$ cat src/rtl/dmem_responder.sv
// dmem_responder
// Multi-cycle data-memory responder for the CPU MEM-stage load/store path.
// One 32-bit word access is accepted at a time. The pipeline is stalled
// while the access is in flight. Completion is signalled by a one-cycle ack,
// which carries the registered read data and an address-error flag.
//
// Ports:
//   clk_i        clock
//   rst_i        synchronous reset, active low
//   MemRead_i    load request
//   MemWrite_i   store request (wins when both request inputs are high)
//   Address_i    byte address (word aligned, below DEPTH*4 to be legal)
//   Writedata_i  store data
//   Readdata_o   registered load data, held between loads
//   ack_o        one-cycle completion pulse
//   err_o        address error of the completing access (valid with ack_o)
//   stall_o      hold the pipeline while high
module dmem_responder #(
  parameter int DEPTH   = 32,
  parameter int LATENCY = 4
) (
  input  logic        clk_i,
  input  logic        rst_i,
  input  logic        MemRead_i,
  input  logic        MemWrite_i,
  input  logic [31:0] Address_i,
  input  logic [31:0] Writedata_i,
  output logic [31:0] Readdata_o,
  output logic        ack_o,
  output logic        err_o,
  output logic        stall_o
);

  localparam int AW = $clog2(DEPTH);
  localparam int CW = (LATENCY > 1) ? $clog2(LATENCY) : 1;

  typedef enum logic [1:0] {IDLE, BUSY, DONE} state_t;

  state_t          state_q, state_d;
  logic            write_q, write_d;
  logic [AW-1:0]   idx_q, idx_d;
  logic            addr_err_q, addr_err_d;
  logic [31:0]     wdata_q, wdata_d;
  logic [CW-1:0]   cnt_q, cnt_d;
  logic [31:0]     rdata_q, rdata_d;
  logic            err_q, err_d;
  logic            mem_we;
  logic [31:0]     mem_q [DEPTH];

  logic req;
  logic req_err;

  assign req     = MemRead_i | MemWrite_i;
  // Misaligned, or any address bit above the stored word range set.
  assign req_err = (Address_i[1:0] != 2'b00) | (|Address_i[31:AW+2]);

  always_comb begin
    state_d    = state_q;
    write_d    = write_q;
    idx_d      = idx_q;
    addr_err_d = addr_err_q;
    wdata_d    = wdata_q;
    cnt_d      = cnt_q;
    rdata_d    = rdata_q;
    err_d      = err_q;
    mem_we     = 1'b0;
    stall_o    = 1'b0;
    ack_o      = 1'b0;

    case (state_q)
      IDLE: begin
        stall_o = req;
        if (req) begin
          write_d    = MemWrite_i;
          idx_d      = Address_i[AW+1:2];
          addr_err_d = req_err;
          wdata_d    = Writedata_i;
          cnt_d      = CW'(LATENCY - 1);
          state_d    = BUSY;
        end
      end
      BUSY: begin
        stall_o = 1'b1;
        if (cnt_q != '0) begin
          cnt_d = cnt_q - CW'(1);
        end else begin
          err_d = addr_err_q;
          if (write_q) begin
            // An erroneous store is dropped and leaves Readdata_o untouched.
            mem_we = ~addr_err_q;
          end else begin
            rdata_d = addr_err_q ? 32'h0 : mem_q[idx_q];
          end
          state_d = DONE;
        end
      end
      DONE: begin
        // Pipeline advances on this edge; inputs are not looked at here.
        ack_o   = 1'b1;
        err_d   = 1'b0;
        state_d = IDLE;
      end
      default: begin
        state_d = IDLE;
      end
    endcase
  end

  always_ff @(posedge clk_i) begin
    if (!rst_i) begin
      state_q    <= IDLE;
      write_q    <= 1'b0;
      idx_q      <= '0;
      addr_err_q <= 1'b0;
      wdata_q    <= '0;
      cnt_q      <= '0;
      rdata_q    <= '0;
      err_q      <= 1'b0;
    end else begin
      state_q    <= state_d;
      write_q    <= write_d;
      idx_q      <= idx_d;
      addr_err_q <= addr_err_d;
      wdata_q    <= wdata_d;
      cnt_q      <= cnt_d;
      rdata_q    <= rdata_d;
      err_q      <= err_d;
    end
  end

  // Word storage is cleared by reset, so it is kept as a register array.
  always_ff @(posedge clk_i) begin
    if (!rst_i) begin
      for (int i = 0; i < DEPTH; i++) begin
        mem_q[i] <= '0;
      end
    end else if (mem_we) begin
      mem_q[idx_q] <= wdata_q;
    end
  end

  assign Readdata_o = rdata_q;
  assign err_o      = err_q;

endmodule

$ cat config.mk
export PLATFORM = sky130hd
export DESIGN_NAME = dmem_responder
export DESIGN_NICKNAME = d
export VERILOG_FILES = /design/src/rtl/dmem_responder.sv
export SDC_FILE = /design/constraint.sdc
export NUM_CORES = 1
export LEC_CHECK = 0
export CAP_MARGIN = 20
export CORE_ASPECT_RATIO = 1.4
export CORE_MARGIN = 3
export CORE_UTILIZATION = 45
export CTS_BUF_LIST = sky130_fd_sc_hd__clkbuf_16
export DETAILED_ROUTE_END_ITERATION = 10
export PLACE_DENSITY = 0.7
export SLEW_MARGIN = 10
export SYNTH_ARGS = -nofsm -noshare
export SYNTH_HDL_FRONTEND = slang
export SYNTH_SLANG_ARGS = --single-unit
$ cat constraint.sdc
create_clock -name clk_i -period 8.45 [get_ports clk_i]
set_input_delay 1.2675 -clock clk_i [delete_from_list [all_inputs] [get_ports clk_i]]
set_output_delay 1.2675 -clock clk_i [all_outputs]
set_load 0.02 [all_outputs]
[Word-level counts from Yosys, hierarchy flattened]
Memories as Yosys holds them, arrays and structs flattened. A register that Yosys moved wholly into a read port is not among the register bits.
Cells that the tools add are included.
Storage, ports and cells
  flip-flop bits (word level): 76
  RAM bits: 1024
  output and inout bits: 35
  logic and storage cells: 55
  memories: 1
Memories
  mem_q: depth 32, width 32, rd ports 1, clocked after Yosys merged registers in 1, wr ports 32, RTL line 48  | logic [31:0] mem_q [DEPTH];
Cells by class
  add/sub/neg operators: 1
  eq/ne operators: 5
  muxes and demuxes: 23
  bitwise logic cells: 5
  reduce and logical (&&, ||, !) cells: 12
Operators with widths (number)
  32-bit two-way mux: 2
  32-bit OR reduction: 1
  25-bit OR reduction: 1
  5-bit two-way mux: 3
  1-bit two-way mux: 10
  2-bit two-way mux: 4
  2-bit case mux with 2 select lines: 2
  2-bit nonzero test: 4
  2-bit inequality test (second input constant): 3
  2-bit AND reduction: 3
  3-bit AND reduction: 2
  1-bit case mux with 2 select lines: 2
  1-bit NOT: 3
  2-bit by 1-bit equality test with 1-bit output (second input constant): 1
  2-bit equality test (second input constant): 1
  2-bit logical NOT: 1
  1-bit OR: 2
  2-bit by 1-bit subtractor with 2-bit output (second input constant): 1

[Longest topological paths before layout]
Gate-level depths: netlist of the first run.
  depth after elaboration: 9
  gate-level depth with buffers: 9
  mapped depth without buffers: 6

[Worst setup path after synthesis of the first run]
Ideal clock, no wire load.
  path kind: in2reg
  start: input rst_i
  end: memory mem_q[29][0] (enable)
  arrival: 4.341 ns
  data required time: 7.984 ns
  slack: 3.644 ns
  cell stages on the path: 5
  buffers on the path: 2
  path through: and4b_1 buf_2 nand4b_1 clkbuf_1 o21ai_0
RTL lines
  start: declaration: RTL line 23  | input logic rst_i,
  end: declaration: RTL line 48

[Final worst setup path of the first run]
  start: input MemWrite_i
  end: output stall_o
On the way
  word-level cells in the longest chain between the ends: 2
Ends and longest elaborated chain
  start: declaration: RTL line 25  | input logic MemWrite_i,
  1-bit OR: RTL line 53  | assign req = MemRead_i | MemWrite_i;
  1-bit case mux with 2 select lines: RTL line 70  | case (state_q)
  end: declaration: RTL line 31  | output logic stall_o
Every way passes these cells.

==> metrics.md, run 1 <==
| Metric | Value |
|---|---|
| Outcome | finished, final reports clean |
| Clock sink count | 1105 |
| Total gr overflow | 0 |
| Library cells used by synthesis | 45 |
| Final setup skew | 0.0257 ns |
| Post-layout total power | 0.0119 W |
| Crit-path max FO | 3 |
| Iter 0 DRT Violations | 3411 |
| R2R cell count | 5 |
| Total Wirelength | 138000 um |
| Top cell type's share of synthesized area | 61.6% |
| Most frequent cells after synthesis | and2_1, edfxtp_1, clkbuf_1, mux2i_1, mux4_2 |
| Setup TNS | 0 ns |
| CP Class | in -> out |
| Slew HR | 17.0% |
| Setup violators final | 0 |
| Worst Path Arrival | 2.55 ns |
| Avg Vias per Cell | 5.82 |
| Dpl hpwl | 84300 um |
| Min Tclk post-route | 3.82 ns |
| Final antenna-violating net count | 0 |
| Post-placement cell area | 52800 um2 |
| Worst setup path endpoint | stall_o |
| Mean Syn Cell Area | 14.2 um2 |
| First-pass GRT wire length | 199000 um |
| Pre-CTS setup slack | 3.83 ns |
| Max Cap Viol | 0 |
| Seq/Total Area, Yosys | 64.9% |
| Core Rows | 143 |
| CTS Buf Count | 97 |
| Worst setup path start | MemWrite_i |
| CTS tree | built |
| Final nets | 3565 |
| Cell area after layout | 56100 um2 |
| CP peak stage delay | 0.61 ns |
| Hold buffer count at CTS | 0 |
| Highest Clock Rate | 0.262 GHz |
| Die ar. | 115000 um2 |
| Unrepaired setup endpoints after global routing | no |
| Worst path buffer plus inverter count | 2 |
| Crit path setup slack, layout | 4.63 ns |
| Async SR Flop Fraction | 0% |
| Area Overhead vs Synth | 12.4% |
| Post-cts resize count | 0 |
| Actual slew at the worst max-slew pin | 1.24 ns |
| Critical path startpoint category | primary input |
| Mapped Nets | 3581 |
| Clock root buffer | clkbuf_16 |
| Critical-path cell list | clkdlybuf4s50_1 -> nor3_1 -> nor2_1 -> clkdlybuf4s50_1 |
| Fin. Hold Viols | 0 |
| Die H | 400 um |
| Largest net degree at the start of global routing | 86 |
| Port buffer count | 102 |
| Share of layout cells above drive strength 1 | 14.9% |
| Worst skew pair latency | 0.69 ns |
| DRC viols | 0 |
| Post-CTS Repair Setup Buffers | 0 |
| Top delay family on crit path | buffers and inverters |
| Tot GR Track Use | 23.9% |
| Worst min path class | reg -> reg |
| P_leak | 19.6 nW |
| Post-synth EDFFs | 1024 |
| Clk buf depth | 3 |
| VDD IR max | 0.141 mV |
| Critical Path Sink Type | output pin |
| Worst path required time | 7.18 ns |
| Core ar. | 109000 um2 |
| Io pins | 103 |
| Slowest CP cell | clkdlybuf4s50_1 |
| DRT Pass-1 Iters | 6 |
| Number of synthesized register bits | 1105 |
| Initial antenna violation count | 0 |
| Clock transition at path regs | 0.06 ns |
| GPL Wtd Cong | 0.892 |
| Average wire per standard cell | 27.4 um |
| Most frequent cell after synthesis | and2_1 |
| Cell Pwr Density | 213 nW/um2 |
| Area of the mapped netlist | 49900 um2 |
| Final worst path period share | 45.2% |
| H-tree levels | 3 |
| Ranking of synthesized cells by area | edfxtp_1, and2_1, mux4_2 |
| Flop2flop setup slack | 4.66 ns |
| Post-synthesis cell count | 3512 |
| Largest area contributor in the netlist | edfxtp_1 |
| Final slew viol count | 0 |
| Die width | 287 um |
| Starting density of the core | 45.7% |
| Reg-to-reg endpoint | Readdata_o[26] |
| Most Frequent Cell on Critical Path | clkdlybuf4s50_1 |
| Layout Utilization | 51.3% |
| Worst path depth | 4 |
| Via count | 29300 |
| Ys Warns | 0 |
| Vias in the first global route | 28800 |
| Most used DFF post-synth | edfxtp_1 |
per-layer routing:
layer  vias to the layer above  global-route usage (%)  part of all wire, %
met5                         -                       0                    0
met4                         0                    14.6                  6.9
met2                      1345                    39.0                   49
met1                     14900                    30.6                   38
li1                      12700                       -                    -
met3                       300                    3.14                  7.0
flip-flops by register name, summed over array words and instances (netlist names), named ones only:
register and count:
wdata_q 32, write_q 1, Readdata_o 32, err_o 1
idx_q 5, mem_q 1024, cnt_q 2, addr_err_q 1
state_q 2
through the flow:
| stage | std cells | hold WS [ns] |
|---|---|---|
| 3_3_place_gp | 4834 | 0.444 |
| 2_1_floorplan | 3512 | 0.438 |
| 3_5_place_dp | 4839 | 0.447 |
| 5_1_grt | 5026 | 0.478 |
| 6_report | 5027 | 0.454 |
| 4_1_cts | 5018 | 0.456 |
final cells by class:
| class | instances | area [um2] |
|---|---|---|
| fillers | 8822 | 53200 |
| clock inverters | 76 | 577 |
| flip-flops and latches | 1105 | 32400 |
| clock buffers | 103 | 2580 |
| repair buffers | 228 | 2130 |
| diodes | 1 | 2.50 |
| inverters | 36 | 135 |
| well taps | 1450 | 1810 |
| multi-input cells | 2028 | 16500 |
how the worst min path moves through the flow:
stage	depth (start not counted)	startpoint	end
after CTS	2	wdata_q[7]	wdata_q[7]
after detailed placement	2	wdata_q[7]	wdata_q[7]
after floorplan	1	cnt_q[0]	cnt_q[0]
after global routing	2	wdata_q[10]	wdata_q[10]
final	2	wdata_q[5]	wdata_q[5]
after global placement	2	wdata_q[5]	wdata_q[5]
worst min-delay path, cell delays in order (launching register included):
cell,delay [ns]
dfxtp_1,0.31
nand2_1,0.05
a21oi_1,0.05
logic make-up (layout without fill, tap and decap cells):
| family | Yosys count | in the layout | share of synthesized area [%] |
|---|---|---|---|
| AOI/OAI and AO/OA | 330 | 330 | 4.40 |
| adders and majority gates | 1 | 1 | 0.0251 |
| buffers and inverters | 379 | 443 | 3.15 |
| DFF | 1105 | 1105 | 64.9 |
| muxes | 384 | 384 | 11.8 |
| other | 0 | 1 | 0 |
| and+or+nand+nor | 1313 | 1313 | 15.8 |
report_power, final:
group / total (W) / leakage, nW / internal, W / switching (W)
registers: 0.00627 / 11.2 / 0.00615 / 0.000119
clock network: 0.00446 / 1.65 / 0.00247 / 0.00199
logic: 0.00121 / 6.70 / 0.000418 / 0.000796
total: 0.0119 / 19.6 / 0.00904 / 0.00290
layout by cell type (no fill, tap or decap), types with 35 or more instances in the layout:
| master | count |
|---|---|
| mux4_2 | 160 |
| a2111oi_0 | 52 |
| and2_1 | 1065 |
| nand2_1 | 79 |
| o21ai_0 | 63 |
| inv_1 | 58 |
| dfxtp_1 | 76 |
| edfxtp_1 | 1024 |
| buf_4 | 110 |
| a21oi_1 | 39 |
| clkbuf_16 | 103 |
| nor4_1 | 38 |
| nor2_1 | 39 |
| mux2i_1 | 192 |
| a22oi_1 | 64 |
| clkdlybuf4s50_1 | 101 |
| a211oi_1 | 35 |
Power figures use the tool's default switching activity.
==> run 2: changes to the inputs <==
==> constraint.sdc (replaced) <==
create_clock -name clk_i -period 3.62 [get_ports clk_i]
set_input_delay 0.543 -clock clk_i [delete_from_list [all_inputs] [get_ports clk_i]]
set_output_delay 0.543 -clock clk_i [all_outputs]
set_load 0.02 [all_outputs]
==> run 2 against run 1 <==
  * Clock power rose by 140%
  * Non-clock buffer count rose by 90
  * Hold slack got worse by 0.095 ns
  * Die area unchanged
  * Combinational power is 140% higher
  * Via count rose by 3.5%
  * Final area increased by 2.3%
  * Sequential share of layout area is 1.3 points lower
  * Count of clock-buffer cells in the layout rose by 4
  * Register-to-register slack worse by 4.2 ns
  * Setup slack got worse by 4.2 ns
  * Utilization is 1.2 points higher
  * Critical path type is now reg -> reg
  * Critical endpoint is now Readdata_o[24]
  * Largest cell class unchanged
  * Highest routed layer is now met5
==> metrics.md, run 2 (synthesized netlist as in run 1, its figures left out) <==
| Metric | Value |
|---|---|
| Outcome | finished, final reports clean |
| Final nets | 3662 |
| Unrepaired setup endpoints after global routing | no |
| P_leak | 20.2 nW |
| Vias in the first global route | 30700 |
| CTS Buf Count | 104 |
| Critical Path Sink Type | flop |
| Slowest CP cell | a2111oi_1 |
| Io pins | 103 |
| Share of layout cells above drive strength 1 | 17.2% |
| Highest Clock Rate | 0.314 GHz |
| CP Class | reg -> reg |
| Iter 0 DRT Violations | 3562 |
| H-tree levels | 3 |
| DRC viols | 0 |
| Post-CTS Repair Setup Buffers | 0 |
| Most common cell after layout, fill and taps aside | and2_1 |
| Average wire per standard cell | 28.2 um |
| GPL Wtd Cong | 0.863 |
| First-pass GRT wire length | 210000 um |
| Clock transition at path regs | 0.07 ns |
| Layout Utilization | 52.5% |
| Final worst path period share | 87.9% |
| Max Cap Viol | 0 |
| Crit path setup slack, layout | 0.440 ns |
| Total gr overflow | 0 |
| Worst skew pair latency | 0.73 ns |
| CP peak stage delay | 0.85 ns |
| Clk buf depth | 3 |
| Most frequent cells in the layout | and2_1, edfxtp_1, mux2i_1, buf_4, mux4_2 |
| Critical path startpoint category | flop |
| Clock root buffer | clkbuf_16 |
| Hold buffer count at CTS | 0 |
| Total Wirelength | 145000 um |
| Fill cells | 8789 |
| Register area | 32400 um2 |
| Via count | 30300 |
| Die width | 287 um |
| Critical-path cell list | buf_4 -> mux4_2 -> and2_1 -> a2111oi_1 -> buf_4 -> nor4_1 |
| Pre-CTS setup slack | 0.432 ns |
| Worst path required time | 4.20 ns |
| Setup TNS | 0 ns |
| Cell Pwr Density | 498 nW/um2 |
| Min Tclk post-route | 3.18 ns |
| Die ar. | 115000 um2 |
| Largest Register | mem_q |
| VDD IR max | 0.375 mV |
| Initial antenna violation count | 4 |
| Cell area after layout | 57400 um2 |
| Final antenna-violating net count | 0 |
| Die H | 400 um |
| Area Overhead vs Synth | 15.0% |
| Actual slew at the worst max-slew pin | 1.19 ns |
| Setup violators final | 0 |
| Starting density of the core | 45.7% |
| Port buffer count | 102 |
| Worst min path class | in -> reg |
| Core ar. | 109000 um2 |
| Avg Vias per Cell | 5.90 |
| Clock sink count | 1105 |
| Fin. Hold Viols | 0 |
| Core Rows | 143 |
| Post-cts resize count | 0 |
| Largest register FFs | 1024 |
| Crit-path max FO | 32 |
| Post-placement cell area | 53900 um2 |
| Area taken by multi-input logic gates | 16400 um2 |
| Final slew viol count | 0 |
| Ant diodes | 0 |
| Most Frequent Cell on Critical Path | buf_4 |
| CTS tree | built |
| Slew HR | 20.4% |
| Worst Path Arrival | 3.76 ns |
| Tot GR Track Use | 25.3% |
| Dpl hpwl | 89000 um |
| DRT Pass-1 Iters | 5 |
| Final setup skew | 0.0328 ns |
| Largest net degree at the start of global routing | 71 |
-- run 2: changes by cell type in the layout (fill, tap and decap cells not counted), moves of 5 or more --
cell,before,now
buf_12,5,29
buf_4,110,169
clkinvlp_4,2,7
buf_8,0,11
nor2_2,21,32
clkinv_1,19,30
nor2_4,12,1
inv_1,58,53
-- run 2: power by group --
group          switching [W]  internal (W)  total (W)
Clock                0.00489       0.00601     0.0109
Sequential          0.000357        0.0144     0.0147
Combinational        0.00182       0.00113    0.00295
-- run 2: cell type report --
type / count / area share [%]
Clock inverter: 88 / 1.20
Timing Repair Buffer: 318 / 5.66
Inverter: 36 / 0.235
Multi-Input combinational cell: 2028 / 28.7
Tap cell: 1450 / 3.16
Clock buffer: 107 / 4.67
Sequential cell: 1105 / 56.4
-- run 2: metrics by stage --
step | hold WS (ns) | std cells | power (W)
floorplan | 0.438 | 3512 | 0.0165
global placement | 0.445 | 4918 | 0.0178
detailed placement | 0.455 | 4931 | 0.0179
CTS | 0.304 | 5126 | 0.0286
global route | 0.350 | 5132 | 0.0293
finish | 0.359 | 5132 | 0.0286
-- run 2: worst max-delay path: cells and delay by family, from the launching register on --
family	cells	cell delay, ns
buffers and inverters	2	0.61
muxes	1	0.53
AOI/OAI and AO/OA	1	0.85
DFF	1	0.81
and+or+nand+nor	2	0.23
-- run 2: worst paths after layout --
path	start	end	slack, ns	cells past startpoint
hold reg to reg	wdata_q[10]	wdata_q[10]	0.46	2
hold / removal	Writedata_i[18]	wdata_q[18]	0.36	3
setup / recovery	flop	Readdata_o[24]	0.44	6
setup reg to reg	flop	Readdata_o[24]	0.44	6
-- run 2: metal layers --
layer	up-vias	part of all wire, %	GRT usage (%)
met4	2	6.0	14.0
li1	13000	-	-
met5	-	0.0090	0
met2	1582	50	42.7
met1	15400	36	31.3
met3	366	8.4	3.89
